[config.mk]
export PLATFORM = sky130hd
export DESIGN_NAME = sar_scan_ctrl_flat
export DESIGN_NICKNAME = d
export VERILOG_FILES = /design/src/rtl/sar_scan_ctrl_if.sv /design/src/rtl/sar_scan_ctrl.sv /design/src/flat_wrapper.sv
export SDC_FILE = /design/constraint.sdc
export NUM_CORES = 1
export LEC_CHECK = 0
export ABC_AREA = 0
export CORE_ASPECT_RATIO = 0.8
export CORE_UTILIZATION = 35
export CTS_CLUSTER_DIAMETER = 40
export DETAILED_ROUTE_END_ITERATION = 16
export PLACE_DENSITY = 0.67
export SLEW_MARGIN = 10
export SYNTH_ARGS = -nofsm -noshare
export SYNTH_HDL_FRONTEND = slang
export SYNTH_SLANG_ARGS = --single-unit
export TNS_END_PERCENT = 20
[constraint.sdc]
create_clock -name clk -period 2.04 [get_ports clk]
set_input_delay 0.204 -clock clk [delete_from_list [all_inputs] [get_ports clk]]
set_output_delay 0.204 -clock clk [all_outputs]
set_load 0.01 [all_outputs]
[src/rtl/sar_scan_ctrl_if.sv]
`default_nettype none
// +----------------------------------------------------------------------------+
// | Module   : sar_scan_ctrl_if                                                |
// | Purpose  : Result stream between the SAR scan sequencer and its consumer:  |
// |            valid/ready handshake carrying a 10-bit result and channel tag. |
// | Revision : 1.0 - initial release                                           |
// +----------------------------------------------------------------------------+
interface sar_scan_ctrl_if #(
  parameter int NCH = 4
) ();
  localparam int CHW = $clog2(NCH);

  logic           out_valid;
  logic           out_ready;
  logic [9:0]     out_data;
  logic [CHW-1:0] out_ch;

  // Producer side: the scan sequencer.
  modport master (
    output out_valid,
    output out_data,
    output out_ch,
    input  out_ready
  );

  // Consumer side: downstream result sink.
  modport slave (
    input  out_valid,
    input  out_data,
    input  out_ch,
    output out_ready
  );
endinterface
`default_nettype wire

[src/rtl/sar_scan_ctrl.sv]
`default_nettype none
// +----------------------------------------------------------------------------+
// | Module   : sar_scan_ctrl                                                   |
// | Purpose  : Multi-channel scan sequencer for the 10-bit sarlogic SAR ADC.   |
// |            Selects the channel, drives en/cal, waits for valid, optionally |
// |            averages 2^AVG_LOG2 conversions per channel and streams tagged  |
// |            results. Calibration is inserted only at scan-pass boundaries.  |
// | Options  : define SAR_SCAN_AVG_EN to compile per-channel averaging; when   |
// |            undefined each channel delivers a single conversion.           |
// | Revision : 1.0 - initial release                                           |
// +----------------------------------------------------------------------------+
module sar_scan_ctrl #(
  parameter int NCH           = 4,
  parameter int SETTLE_CYCLES = 4,
  parameter int CAL_WAIT      = 16,
  parameter int CAL_INTERVAL  = 256,
  parameter int TIMEOUT       = 64,
  parameter int AVG_LOG2      = 2,
  localparam int CHW          = $clog2(NCH)
) (
  input  logic            clk,
  input  logic            rstn,
  input  logic            start,
  input  logic            continuous,
  input  logic [NCH-1:0]  ch_mask,
  output logic            busy,
  output logic            done,
  output logic            timeout_err,
  output logic [CHW-1:0]  mux_sel,
  output logic            adc_en,
  output logic            adc_cal,
  input  logic            adc_valid,
  input  logic [9:0]      adc_result,
  sar_scan_ctrl_if.master out_if
);

  // Shared wait counter covers settling, calibration wait and CONV timeout.
  localparam int c_CNT_MAX = (TIMEOUT > CAL_WAIT)
                           ? ((TIMEOUT > SETTLE_CYCLES) ? TIMEOUT : SETTLE_CYCLES)
                           : ((CAL_WAIT > SETTLE_CYCLES) ? CAL_WAIT : SETTLE_CYCLES);
  localparam int c_CNTW = $clog2(c_CNT_MAX + 1);
  localparam logic [c_CNTW-1:0] c_SETTLE_LAST = c_CNTW'(SETTLE_CYCLES - 1);
  localparam logic [c_CNTW-1:0] c_CALW_LAST   = c_CNTW'(CAL_WAIT - 1);
  localparam logic [c_CNTW-1:0] c_TO_LAST     = c_CNTW'(TIMEOUT - 1);

  // Conversion counter saturates at CAL_INTERVAL.
  localparam int c_CCW = $clog2(CAL_INTERVAL + 1);
  localparam logic [c_CCW-1:0] c_CONV_SAT = c_CCW'(CAL_INTERVAL);
  localparam logic [c_CCW-1:0] c_CONV_SET = c_CCW'(CAL_INTERVAL - 1);

`ifdef SAR_SCAN_AVG_EN
  localparam int c_ACCW = 10 + AVG_LOG2;
  localparam logic [AVG_LOG2:0] c_NS_LAST = (AVG_LOG2 + 1)'((2 ** AVG_LOG2) - 1);
`endif

  typedef enum logic [2:0] {
    S_IDLE     = 3'd0,
    S_CAL      = 3'd1,
    S_CAL_WAIT = 3'd2,
    S_SETTLE   = 3'd3,
    S_CONV     = 3'd4,
    S_OUT      = 3'd5
`ifdef SAR_SCAN_AVG_EN
    ,
    S_GAP      = 3'd6
`endif
  } state_t;

  state_t              r_state;
  logic                r_busy;
  logic                r_done;
  logic                r_terr;
  logic [CHW-1:0]      r_ch;
  logic                r_en;
  logic                r_cal;
  logic                r_ovalid;
  logic [9:0]          r_odata;
  logic [CHW-1:0]      r_och;
  logic [NCH-1:0]      r_mask;
  logic [c_CNTW-1:0]   r_cnt;
  logic [c_CCW-1:0]    r_conv_cnt;
  logic                r_cal_pend;

`ifdef SAR_SCAN_AVG_EN
  logic [c_ACCW-1:0]   r_acc;
  logic [AVG_LOG2:0]   r_nsamp;
  logic [c_ACCW-1:0]   w_acc_sum;
  logic                w_last_sample;

  assign w_acc_sum     = r_acc + c_ACCW'(adc_result);
  assign w_last_sample = (r_nsamp == c_NS_LAST);
`else
  // AVG_LOG2 has no effect without averaging; this empty block only references it.
  if (AVG_LOG2 < 0) begin : g_avg_unused
  end
`endif

  logic           w_first_any;
  logic [CHW-1:0] w_first_ch;
  logic           w_next_any;
  logic [CHW-1:0] w_next_ch;

  // Lowest set bit of the live mask, and next set bit of the latched mask above the current channel.
  always_comb begin
    w_first_any = 1'b0;
    w_first_ch  = '0;
    w_next_any  = 1'b0;
    w_next_ch   = '0;
    for (int i = NCH - 1; i >= 0; i--) begin
      if (ch_mask[i]) begin
        w_first_any = 1'b1;
        w_first_ch  = CHW'(i);
      end
      if (r_mask[i] && (i > int'(r_ch))) begin
        w_next_any = 1'b1;
        w_next_ch  = CHW'(i);
      end
    end
  end

  // Scan sequencer: state, counters, datapath and every output register.
  always_ff @(posedge clk) begin
    if (!rstn) begin
      r_state    <= S_IDLE;
      r_busy     <= 1'b0;
      r_done     <= 1'b0;
      r_terr     <= 1'b0;
      r_ch       <= '0;
      r_en       <= 1'b0;
      r_cal      <= 1'b0;
      r_ovalid   <= 1'b0;
      r_odata    <= '0;
      r_och      <= '0;
      r_mask     <= '0;
      r_cnt      <= '0;
      r_conv_cnt <= '0;
      r_cal_pend <= 1'b1;
`ifdef SAR_SCAN_AVG_EN
      r_acc      <= '0;
      r_nsamp    <= '0;
`endif
    end else begin
      r_done <= 1'b0;
      r_cal  <= 1'b0;
      case (r_state)
        S_IDLE: begin
          if (start && w_first_any) begin
            r_mask <= ch_mask;
            r_terr <= 1'b0;
            r_ch   <= w_first_ch;
            r_busy <= 1'b1;
            r_cnt  <= '0;
            if (r_cal_pend) begin
              r_state <= S_CAL;
              r_cal   <= 1'b1;
            end else begin
              r_state <= S_SETTLE;
            end
          end
        end

        S_CAL: begin
          r_cnt   <= '0;
          r_state <= S_CAL_WAIT;
        end

        S_CAL_WAIT: begin
          if (r_cnt == c_CALW_LAST) begin
            r_cal_pend <= 1'b0;
            r_conv_cnt <= '0;
            r_cnt      <= '0;
            r_state    <= S_SETTLE;
          end else begin
            r_cnt <= r_cnt + 1'b1;
          end
        end

        S_SETTLE: begin
          if (r_cnt == c_SETTLE_LAST) begin
            r_cnt   <= '0;
            r_en    <= 1'b1;
            r_state <= S_CONV;
          end else begin
            r_cnt <= r_cnt + 1'b1;
          end
        end

        S_CONV: begin
          if (adc_valid) begin
            r_en  <= 1'b0;
            r_cnt <= '0;
            if (r_conv_cnt != c_CONV_SAT) begin
              r_conv_cnt <= r_conv_cnt + 1'b1;
            end
            if (r_conv_cnt >= c_CONV_SET) begin
              r_cal_pend <= 1'b1;
            end
`ifdef SAR_SCAN_AVG_EN
            r_acc   <= w_acc_sum;
            r_nsamp <= r_nsamp + 1'b1;
            if (w_last_sample) begin
              r_ovalid <= 1'b1;
              r_odata  <= 10'(w_acc_sum >> AVG_LOG2);
              r_och    <= r_ch;
              r_state  <= S_OUT;
            end else begin
              r_state <= S_GAP;
            end
`else
            r_ovalid <= 1'b1;
            r_odata  <= adc_result;
            r_och    <= r_ch;
            r_state  <= S_OUT;
`endif
          end else if (r_cnt == c_TO_LAST) begin
            // Converter never answered: abandon the pass without a result or done.
            r_terr  <= 1'b1;
            r_en    <= 1'b0;
            r_busy  <= 1'b0;
            r_cnt   <= '0;
            r_state <= S_IDLE;
          end else begin
            r_cnt <= r_cnt + 1'b1;
          end
        end

`ifdef SAR_SCAN_AVG_EN
        S_GAP: begin
          r_en    <= 1'b1;
          r_state <= S_CONV;
        end
`endif

        S_OUT: begin
          if (r_ovalid && out_if.out_ready) begin
            r_ovalid <= 1'b0;
            r_cnt    <= '0;
`ifdef SAR_SCAN_AVG_EN
            r_acc    <= '0;
            r_nsamp  <= '0;
`endif
            if (w_next_any) begin
              r_ch    <= w_next_ch;
              r_state <= S_SETTLE;
            end else if (continuous && w_first_any) begin
              // Pass wrap: new mask takes effect here, and so does any pending calibration.
              r_mask <= ch_mask;
              r_ch   <= w_first_ch;
              if (r_cal_pend) begin
                r_state <= S_CAL;
                r_cal   <= 1'b1;
              end else begin
                r_state <= S_SETTLE;
              end
            end else begin
              if (continuous) begin
                r_mask <= ch_mask;
              end
              r_busy  <= 1'b0;
              r_done  <= 1'b1;
              r_state <= S_IDLE;
            end
          end
        end

        default: begin
          r_state  <= S_IDLE;
          r_busy   <= 1'b0;
          r_en     <= 1'b0;
          r_ovalid <= 1'b0;
        end
      endcase
    end
  end

  assign busy             = r_busy;
  assign done             = r_done;
  assign timeout_err      = r_terr;
  assign mux_sel          = r_ch;
  assign adc_en           = r_en;
  assign adc_cal          = r_cal;
  assign out_if.out_valid = r_ovalid;
  assign out_if.out_data  = r_odata;
  assign out_if.out_ch    = r_och;

endmodule
`default_nettype wire

[src/flat_wrapper.sv]
// flat-port wrapper written by rule: the top's interface ports become plain ports
module sar_scan_ctrl_flat 
#(
  parameter int NCH           = 4,
  parameter int SETTLE_CYCLES = 4,
  parameter int CAL_WAIT      = 16,
  parameter int CAL_INTERVAL  = 256,
  parameter int TIMEOUT       = 64,
  parameter int AVG_LOG2      = 2,
  localparam int CHW          = $clog2(NCH)
)
  (clk, rstn, start, continuous, ch_mask, busy, done, timeout_err, mux_sel, adc_en, adc_cal, adc_valid, adc_result, out_if_out_valid, out_if_out_data, out_if_out_ch, out_if_out_ready);
  sar_scan_ctrl_if #(.NCH(NCH)) out_if_i ();
  input  logic clk;
  input  logic rstn;
  input  logic start;
  input  logic continuous;
  input  logic [NCH-1:0] ch_mask;
  output logic busy;
  output logic done;
  output logic timeout_err;
  output logic [CHW-1:0] mux_sel;
  output logic adc_en;
  output logic adc_cal;
  input  logic adc_valid;
  input  logic [9:0] adc_result;
  output wire logic [$bits(out_if_i.out_valid)-1:0] out_if_out_valid;
  output wire logic [$bits(out_if_i.out_data)-1:0] out_if_out_data;
  output wire logic [$bits(out_if_i.out_ch)-1:0] out_if_out_ch;
  input wire logic [$bits(out_if_i.out_ready)-1:0] out_if_out_ready;
  assign out_if_out_valid = out_if_i.out_valid;
  assign out_if_out_data = out_if_i.out_data;
  assign out_if_out_ch = out_if_i.out_ch;
  assign out_if_i.out_ready = out_if_out_ready;
  sar_scan_ctrl #(.NCH(NCH), .SETTLE_CYCLES(SETTLE_CYCLES), .CAL_WAIT(CAL_WAIT), .CAL_INTERVAL(CAL_INTERVAL), .TIMEOUT(TIMEOUT), .AVG_LOG2(AVG_LOG2)) u_core (.clk(clk), .rstn(rstn), .start(start), .continuous(continuous), .ch_mask(ch_mask), .busy(busy), .done(done), .timeout_err(timeout_err), .mux_sel(mux_sel), .adc_en(adc_en), .adc_cal(adc_cal), .adc_valid(adc_valid), .adc_result(adc_result), .out_if(out_if_i));
endmodule
Word-level counts from Yosys, hierarchy flattened
Index checks and enable logic that the tools add are counted.
{"block": "word_totals", "inputBits": 20, "regBits": 44, "out_inout_bits": 20, "wordCells": 149}
{"block": "op_classes", "muxes": 74, "order_cmp": 4, "reduce_logical": 26, "n_addsub": 2, "n_bitwise": 6, "eq_ne": 23}
{"operator": "two-way mux 7 bit", "n": 6}
{"operator": "case mux 7 bit (6 select lines)", "n": 1}
{"operator": "two-way mux 1 bit", "n": 29}
{"operator": "two-way mux 9 bit", "n": 3}
{"operator": "two-way mux 2 bit", "n": 13}
{"operator": "two-way mux 3 bit", "n": 7}
{"operator": "two-way mux 4 bit", "n": 5}
{"operator": "case mux 3 bit (6 select lines)", "n": 1}
{"operator": "case mux 9 bit (2 select lines)", "n": 1}
{"operator": "AND reduction 4 bit", "n": 4}
{"operator": "inequality test 2 x 1 -> 1 bit (second input constant)", "n": 7}
{"operator": "OR reduction 4 bit", "n": 3}
{"operator": "AND reduction 5 bit", "n": 2}
{"operator": "adder 9 x 1 -> 9 bit (second input constant)", "n": 1}
{"operator": "greater-or-equal comparator 9 x 8 -> 1 bit (second input constant)", "n": 1}
{"operator": "inequality test 9 bit (second input constant)", "n": 1}
{"operator": "AND reduction 3 bit", "n": 3}
{"operator": "inequality test 2 bit (second input constant)", "n": 4}
{"operator": "case mux 4 bit (2 select lines)", "n": 1}
{"operator": "adder 7 x 1 -> 7 bit (second input constant)", "n": 1}
{"operator": "== test 7 x 2 -> 1 bit (second input constant)", "n": 1}
{"operator": "== test 7 x 4 -> 1 bit (second input constant)", "n": 1}
{"operator": "== test 7 x 6 -> 1 bit (second input constant)", "n": 1}
{"operator": "AND reduction 7 bit", "n": 1}
{"operator": "18 further kinds", "n": 37}

Logic depth before layout (Yosys ltp)
Gate-level depths: netlist (run 1).
{"block": "depth", "ltp_word": 9, "depth_mapped": 8, "depth_no_buf": 8}

Least setup slack after synthesis (run 1)
No wires, ideal clock.
{"block": "synth_timing", "path_type": "reg2reg", "start": "register u_core.r_cnt[0]", "end": "register u_core.r_conv_cnt[7]", "setup_time_ps": 117, "period_less_slack_ps": 2264, "arrival_ps": 2146, "stages_incl_launch_ff": 8, "setup_slack_ps": -224, "required_ps": 1923, "path_buffers": 1, "cell_sequence": "dfxtp_1 -> ha_1 -> or4b_4 -> or4_4 -> buf_6 -> a2111oi_4 -> xnor2_1 -> nor2_2"}
{"block": "synth_between", "elab_chain_cells": 3}
{"item": "from (decl)", "line_no": "sar_scan_ctrl.sv:80", "rtl": "logic [c_CNTW-1:0] r_cnt;"}
{"item": "from (signal assigned)", "line_no": "sar_scan_ctrl.sv:174", "rtl": "r_cnt <= r_cnt + 1'b1;"}
{"item": "from (signal assigned)", "line_no": "sar_scan_ctrl.sv:184", "rtl": "r_cnt <= r_cnt + 1'b1;"}
{"item": "from (signal assigned)", "line_no": "sar_scan_ctrl.sv:223", "rtl": "r_cnt <= r_cnt + 1'b1;"}
{"item": "== test 7 x 4 -> 1 bit", "line_no": "sar_scan_ctrl.sv:168", "rtl": "if (r_cnt == c_CALW_LAST) begin"}
{"item": "inequality test 2 x 1 -> 1 bit (no source line)"}
{"item": "AND reduction 4 bit (no source line)"}
{"item": "to (signal assigned)", "line_no": "sar_scan_ctrl.sv:193", "rtl": "r_conv_cnt <= r_conv_cnt + 1'b1;"}
{"item": "to (decl)", "line_no": "sar_scan_ctrl.sv:81", "rtl": "logic [c_CCW-1:0] r_conv_cnt;"}
Every way passes these cells.
A chain may end at the register's enable or synchronous reset.

Worst setup path after layout (run 1)
Ends and elaborated chain as after synthesis.

==> summary.md, run 1 <==
| Metric | Value |
|---|---|
| Outcome | `finished, violations left` |
| Failing checks | `setup timing` |
| CTS Root Cell | `clkbuf_8` |
| Share of layout cells above drive strength 1 | `19.5%` |
| Boundary Pins | `40` |
| Vias | `2380` |
| Crit-path max FO | `8` |
| DR pass1 iterations | `4` |
| Max layer used | `met4` |
| Maximum VDD drop | `347 uV` |
| Die area | `7000 um2` |
| Crit. Startpoint | `u_core.r_cnt[0]` |
| CP required | `2.24 ns` |
| DRT iter0 DRCs | `101` |
| Leakage power | `0.00110 uW` |
| Number of global-route vias before repair | `2174` |
| Post-place setup slack | `-0.109 ns` |
| Fin. Hold Viols | `0` |
| Clk_skew | `0.00816 ns` |
| Crit. End Element | `register` |
| Post-DR wirelength/cell | `13.2 um` |
| Power Density | `837 nW/um2` |
| Fmax | `0.465 GHz` |
| Post-synthesis sequential area ratio | `36.9%` |
| Initial antenna violation count | `0` |
| Area Growth Syn to Fin | `35.9%` |
| First-pass GRT wire length | `9940 um` |
| Ys async rst share | `0%` |
| Vias per cell | `5.30` |
| Final Cell Area | `3170 um2` |
| Max stage delay on crit path | `0.56 ns` |
| DP HPWL | `4440 um` |
| Post-Syn Nets | `319` |
| I/O Buffers | `39` |
| Number of synthesized flops with an enable pin | `0` |
| Slew HR | `65.3%` |
| Die height | `75.1 um` |
| Part of the cycle the worst path needs | `105%` |
| Metal3 WL | `313 um` |
| Pin count of the biggest net entering global routing | `17` |
| Die X | `93.3 um` |
| Total power | `2660 uW` |
| HP Start | `adc_result[0]` |
| # Max-Cap Violations | `0` |
| CTS sink count | `43` |
| Top delay family on crit path | `simple AND/OR/NAND/NOR gates` |
| Drt drc | `0` |
| Cells after Synth | `295` |
| Setup crit start kind | `register` |
| Syn_area_per_cell | `7.91 um2` |
| Cell Area, Placed | `3060 um2` |
| # Post-CTS Setup Buffers | `0` |
| CTS tree | `built` |
| Slew Viols, Final | `0` |
| Setup CP Type | `reg -> reg` |
| Worst-path clk slew | `0.09 ns` |
| Max H-tree Level | `2` |
| Synthesized flop and latch total | `43` |
| Antenna cells | `0` |
| GRT overflow | `0` |
| Buf/Inv on CP | `0` |
| RSZ-0062 raised after global routing | `true` |
| Synth unique cells | `58` |
| Gp weighted congestion | `0.808` |
| Starting Density | `36.4%` |
| Worst-Margin Slew | `0.516 ns` |
| Crit path time final | `2.15 ns` |
| Setup ws final | `-0.111 ns` |
| Syn. warnings | `0` |
| Setup Viol. Count Final | `8` |
| WL met2 | `2520 um` |
| DRT Wirelength | `5940 um` |
| Post-Synthesis Cell Area | `2330 um2` |
| Met1 Wirelength | `3080 um` |
| NumNets Final | `388` |
| Rows | `26` |
| Critical path cell sequence | `ha_4 -> or4b_4 -> or4_4 -> a2111oi_4 -> xnor2_1 -> nor2_2` |
| Tot GR Track Use | `17.9%` |
| Clk_lat worst skew | `0.30 ns` |
| Floorplan core area | `6410 um2` |
| Worst R2R Start | `u_core.r_cnt[0]` |
| R2R setup slack | `-0.11 ns` |
| Num CTS Buffers | `5` |
| Post-DRT Antenna Nets | `0` |
| Main synth FF type | `dfxtp_1` |
| Clock buffer depth | `2` |
| Worst Path Arrival | `2.35 ns` |
| Hold Crit Class | `in -> reg` |
| Slowest CP cell | `or4_4` |
## synthesized netlist by cell type, types with 3 or more instances
library cell	count	area [um2]
a22oi_1	5	37.5
and3_1	3	18.8
nand3_1	13	65.1
nand2b_1	3	18.8
nor3_1	3	15.0
nand4_1	4	25.0
o21ai_0	15	75.1
nand3b_1	4	30.0
a21oi_1	35	175
ha_1	4	50.1
or2_2	3	18.8
nor2_1	24	90.1
nor4_1	3	18.8
a31oi_1	3	18.8
inv_1	13	48.8
dfxtp_1	43	861
xnor2_1	7	61.3
nand4b_1	4	35.0
nand2_1	42	158
clkbuf_1	11	41.3
a211oi_1	4	30.0
## power by group
part           internal [uW]  total, uW  leakage (uW)  switching [uW]
clock                    245        570     0.0000408             325
combinational            498       1070      0.000708             576
sequential               925       1010      0.000349            88.4
total                   1670       2660       0.00110             989
## final cells by class
class	instances	area (um2)
multi-input cells	222	1370
repair buffers	79	691
clock inverters	3	23.8
flip-flops and latches	43	863
fillers	615	3240
inverters	13	48.8
clock buffers	5	68.8
well taps	84	105
## cell usage in the layout, fill, tap and decap left out, types with 2 or more instances in the layout
cell type,instances
buf_4,40
a22oi_1,5
nor2_1,24
nand4b_1,4
o31ai_1,2
a21oi_1,33
nand3b_1,4
o21ai_0,14
dfxtp_1,41
a211oi_1,4
or2_2,3
o41ai_1,2
clkdlybuf4s50_1,39
dfxtp_2,2
clkinvlp_4,2
nand2b_1,3
inv_1,13
a22o_1,2
xnor2_1,7
nor2b_1,2
nand4_1,4
nor3_1,3
nor4_1,3
ha_1,3
mux2i_1,2
or4b_2,2
o211ai_1,2
a31oi_1,3
nand2_2,2
nand2_1,40
clkbuf_8,5
o22ai_1,2
a21oi_2,2
and3_1,3
and2_1,2
nand3_1,13
## tightest hold or removal path, delay by kind of cell
family / cells / cell delay (ns)
AOI/OAI and AO/OA: 1 / 0.05
and+or+nand+nor: 1 / 0.05
buffers and inverters: 1 / 0.39
## cells by family (layout without fill, tap and decap cells)
group	after synthesis	in the layout	synth area share, %
AND/OR/NAND/NOR	119	119	25.9
AO/OA/AOI/OAI	89	89	25.1
flip-flops	43	43	36.9
buffers and inverters	30	100	6.00
XOR/XNOR	7	7	2.63
adder cells (fa/ha/maj)	4	4	2.14
multiplexers	3	3	1.34
## path summary, 6_finish.rpt
| check | cells past startpoint | endpoint |
|---|---|---|
| worst max register to register | 6 | u_core.r_conv_cnt[7] |
| worst max-delay path | 6 | u_core.r_conv_cnt[7] |
| worst min register to register | 2 | u_core.out_if.out_data[9] |
| worst min-delay path | 3 | u_core.out_if.out_data[0] |
## repair_timing
item / in CTS / in global routing
pin swaps: 1 / 4
resized for setup: 2 / 4
hold buffers: 0 / 0
endpoints found under the setup margin: 6 / 11
endpoints found under the hold margin: 0 / 0
## state kept, by name, summed over array words and instances, names as in the netlist
name	flops
u_core.adc_en	1
u_core.timeout_err	1
u_core.r_conv_cnt	9
u_core.mux_sel	2
u_core.busy	1
u_core.out_if.out_valid	1
u_core.done	1
u_core.r_mask	3
u_core.out_if.out_data	10
u_core.out_if.out_ch	2
u_core.adc_cal	1
u_core.r_state	3
u_core.r_cnt	7
u_core.r_cal_pend	1
## per-stage QoR
stage | hold WS (ns) | TNS (ns) | cells | util [%]
after CTS | 0.442 | -0.152 | 449 | 49.2
after global placement | 0.442 | -0.0922 | 441 | 47.8
after floorplan | 0.340 | -0.163 | 295 | -
final | 0.444 | -0.423 | 449 | 49.5
after detailed placement | 0.446 | -0.372 | 441 | 47.8
after global routing | 0.458 | -1.23 | 449 | 49.5
## layer usage
metal	global-route usage, %	vias to the layer above
met5	0	-
met4	4.96	0
met3	3.84	2
met2	28.1	57
met1	25.1	1109
li1	-	1212
Note: power is estimated with default switching activity, not from simulation.
==> inputs of run 2 (changes only) <==
--- a/config.mk
+++ b/config.mk
@@ -11,6 +11,7 @@
 export CTS_CLUSTER_DIAMETER = 40
 export DETAILED_ROUTE_END_ITERATION = 16
 export PLACE_DENSITY = 0.67
+export RECOVER_POWER = 100
 export SLEW_MARGIN = 10
 export SYNTH_ARGS = -nofsm -noshare
 export SYNTH_HDL_FRONTEND = slang
==> summary.md, run 2 (synthesis gave the netlist of run 1 again) <==
| Metric | Value |
|---|---|
| Outcome | `finished, violations left` |
| Failing checks | `setup timing` |
| Fmax | `0.465 GHz` |
| NumNets Final | `388` |
| Part of the cycle the worst path needs | `105%` |
| Vias per cell | `5.27` |
| Max reg flops | `10` |
| Max stage delay on crit path | `0.56 ns` |
| Max H-tree Level | `2` |
| CTS sink count | `43` |
| Initial antenna violation count | `0` |
| Critical path cell sequence | `ha_4 -> or4b_4 -> or4_4 -> a2111oi_4 -> xnor2_1 -> nor2_2` |
| Post-DRT Antenna Nets | `0` |
| Share of layout cells above drive strength 1 | `18.6%` |
| Rows | `26` |
| Clock buffer depth | `2` |
| Setup ws final | `-0.110 ns` |
| Crit path time final | `2.15 ns` |
| First-pass GRT wire length | `9940 um` |
| Gr busiest metal | `met2` |
| Tot GR Track Use | `17.9%` |
| Clk_lat worst skew | `0.30 ns` |
| # Max-Cap Violations | `0` |
| Drt drc | `0` |
| Setup Viol. Count Final | `8` |
| Power Density | `831 nW/um2` |
| Worst-path clk slew | `0.09 ns` |
| Crit-path max FO | `8` |
| Grt met3 use | `3.84%` |
| Vias | `2368` |
| Setup TNS | `-0.419 ns` |
| Crit. End Element | `register` |
| CTS Root Cell | `clkbuf_8` |
| Die X | `93.3 um` |
| CTS tree | `built` |
| Filler cells | `620` |
| Number of global-route vias before repair | `2174` |
| Floorplan core area | `6410 um2` |
| Die area | `7000 um2` |
| Worst Path Arrival | `2.35 ns` |
| Num CTS Buffers | `5` |
| Commonest non-fill, non-tap cell in the layout | `dfxtp_1` |
| Die height | `75.1 um` |
| Slowest CP cell | `or4_4` |
| Worst-Margin Slew | `0.523 ns` |
| Slew HR | `64.9%` |
| Maximum VDD drop | `345 uV` |
| Pin count of the biggest net entering global routing | `17` |
| Global-route met2 utilization | `28.1%` |
| Starting Density | `36.4%` |
| DRT Wirelength | `5950 um` |
| Hold-fix buffers, CTS | `0` |
| DR pass1 iterations | `4` |
| DRT iter0 DRCs | `109` |
| Clk_skew | `0.00841 ns` |
| DP HPWL | `4440 um` |
| Setup CP Type | `reg -> reg` |
| Most frequent cells in the layout | `dfxtp_1, nand2_1, buf_4` |
| Met1 Resource Use GR | `25.1%` |
| Boundary Pins | `40` |
| Post-DR wirelength/cell | `13.3 um` |
| Leakage power | `0.00116 uW` |
| Tightest hold margin | `0.444 ns` |
| I/O Buffers | `39` |
| RSZ-0062 raised after global routing | `true` |
| CP required | `2.24 ns` |
| Gp weighted congestion | `0.808` |
| Slew Viols, Final | `0` |
| Hold Crit Class | `in -> reg` |
| Antenna cells | `0` |
| Setup crit start kind | `register` |
| GRT overflow | `0` |
| Area Growth Syn to Fin | `35.2%` |
| Fin. Hold Viols | `0` |
[run 2: area by class of cell]
| type | count | area (um2) | share of cell area, % |
|---|---|---|---|
| Tap cell | 84 | 105 | 3.33 |
| Sequential cell | 43 | 863 | 27.3 |
| Inverter | 13 | 48.8 | 1.55 |
| Clock inverter | 3 | 23.8 | 0.753 |
| Clock buffer | 5 | 68.8 | 2.18 |
| Multi-Input combinational cell | 222 | 1360 | 43.2 |
| Timing Repair Buffer | 79 | 684 | 21.7 |
[run 2: through the flow]
stage	std cells	utilization, %	cell area, um2	setup slack, ns	total power [uW]
final	449	49.3	3160	-0.110	2620
after global routing	449	49.3	3160	-0.193	2790
after CTS	449	49.2	3160	-0.118	2640
after detailed placement	441	47.8	3060	-0.109	2070
after global placement	441	47.8	3060	-0.0773	2050
after floorplan	295	-	2350	-0.128	1660
[run 2: worst max-delay path: cells and delay by family, from the launching register on]
family	cells	cell delay [ns]
and+or+nand+nor	3	1.06
DFF	1	0.36
AOI/OAI and AO/OA	1	0.33
xor gates and xnor gates	1	0.18
adders and majority gates	1	0.13
[run 2: path summary, 6_finish.rpt]
path / from / end / slack (ns) / depth (start not counted)
setup / recovery: u_core.r_cnt[0] / u_core.r_conv_cnt[7] / -0.11 / 6
hold / removal: adc_result[0] / u_core.out_if.out_data[0] / 0.44 / 3
setup reg to reg: u_core.r_cnt[0] / u_core.r_conv_cnt[7] / -0.11 / 6
hold reg to reg: u_core.out_if.out_data[9] / u_core.out_if.out_data[9] / 0.45 / 2
[run 2: routing by layer]
metal	part of all wire, %	wire length (um)
met1	51	3040
met2	43	2530
met3	6.0	357
met4	0.39	23
met5	0	0
[run 2: what timing repair did]
item                                    CTS  global route
endpoints found under the setup margin    6            11
resized for setup                         2             4
endpoints found under the hold margin     0             0
setup buffers                             0             0
pin swaps                                 1             4
[run 2: power by group]
group	switching (uW)	internal (uW)
Sequential	86.3	925
Clock	324	245
Combinational	569	473
Total	979	1640
==> inputs of run 3 (changes only) <==
--- a/config.mk
+++ b/config.mk
@@ -10,6 +10,7 @@
 export CORE_UTILIZATION = 35
 export CTS_CLUSTER_DIAMETER = 40
 export DETAILED_ROUTE_END_ITERATION = 16
+export HOLD_SLACK_MARGIN = 0.1
 export PLACE_DENSITY = 0.67
 export RECOVER_POWER = 100
 export SLEW_MARGIN = 10
==> results of run 3 <==
The final DEF is identical to that of run 2; final timing and power are the same.
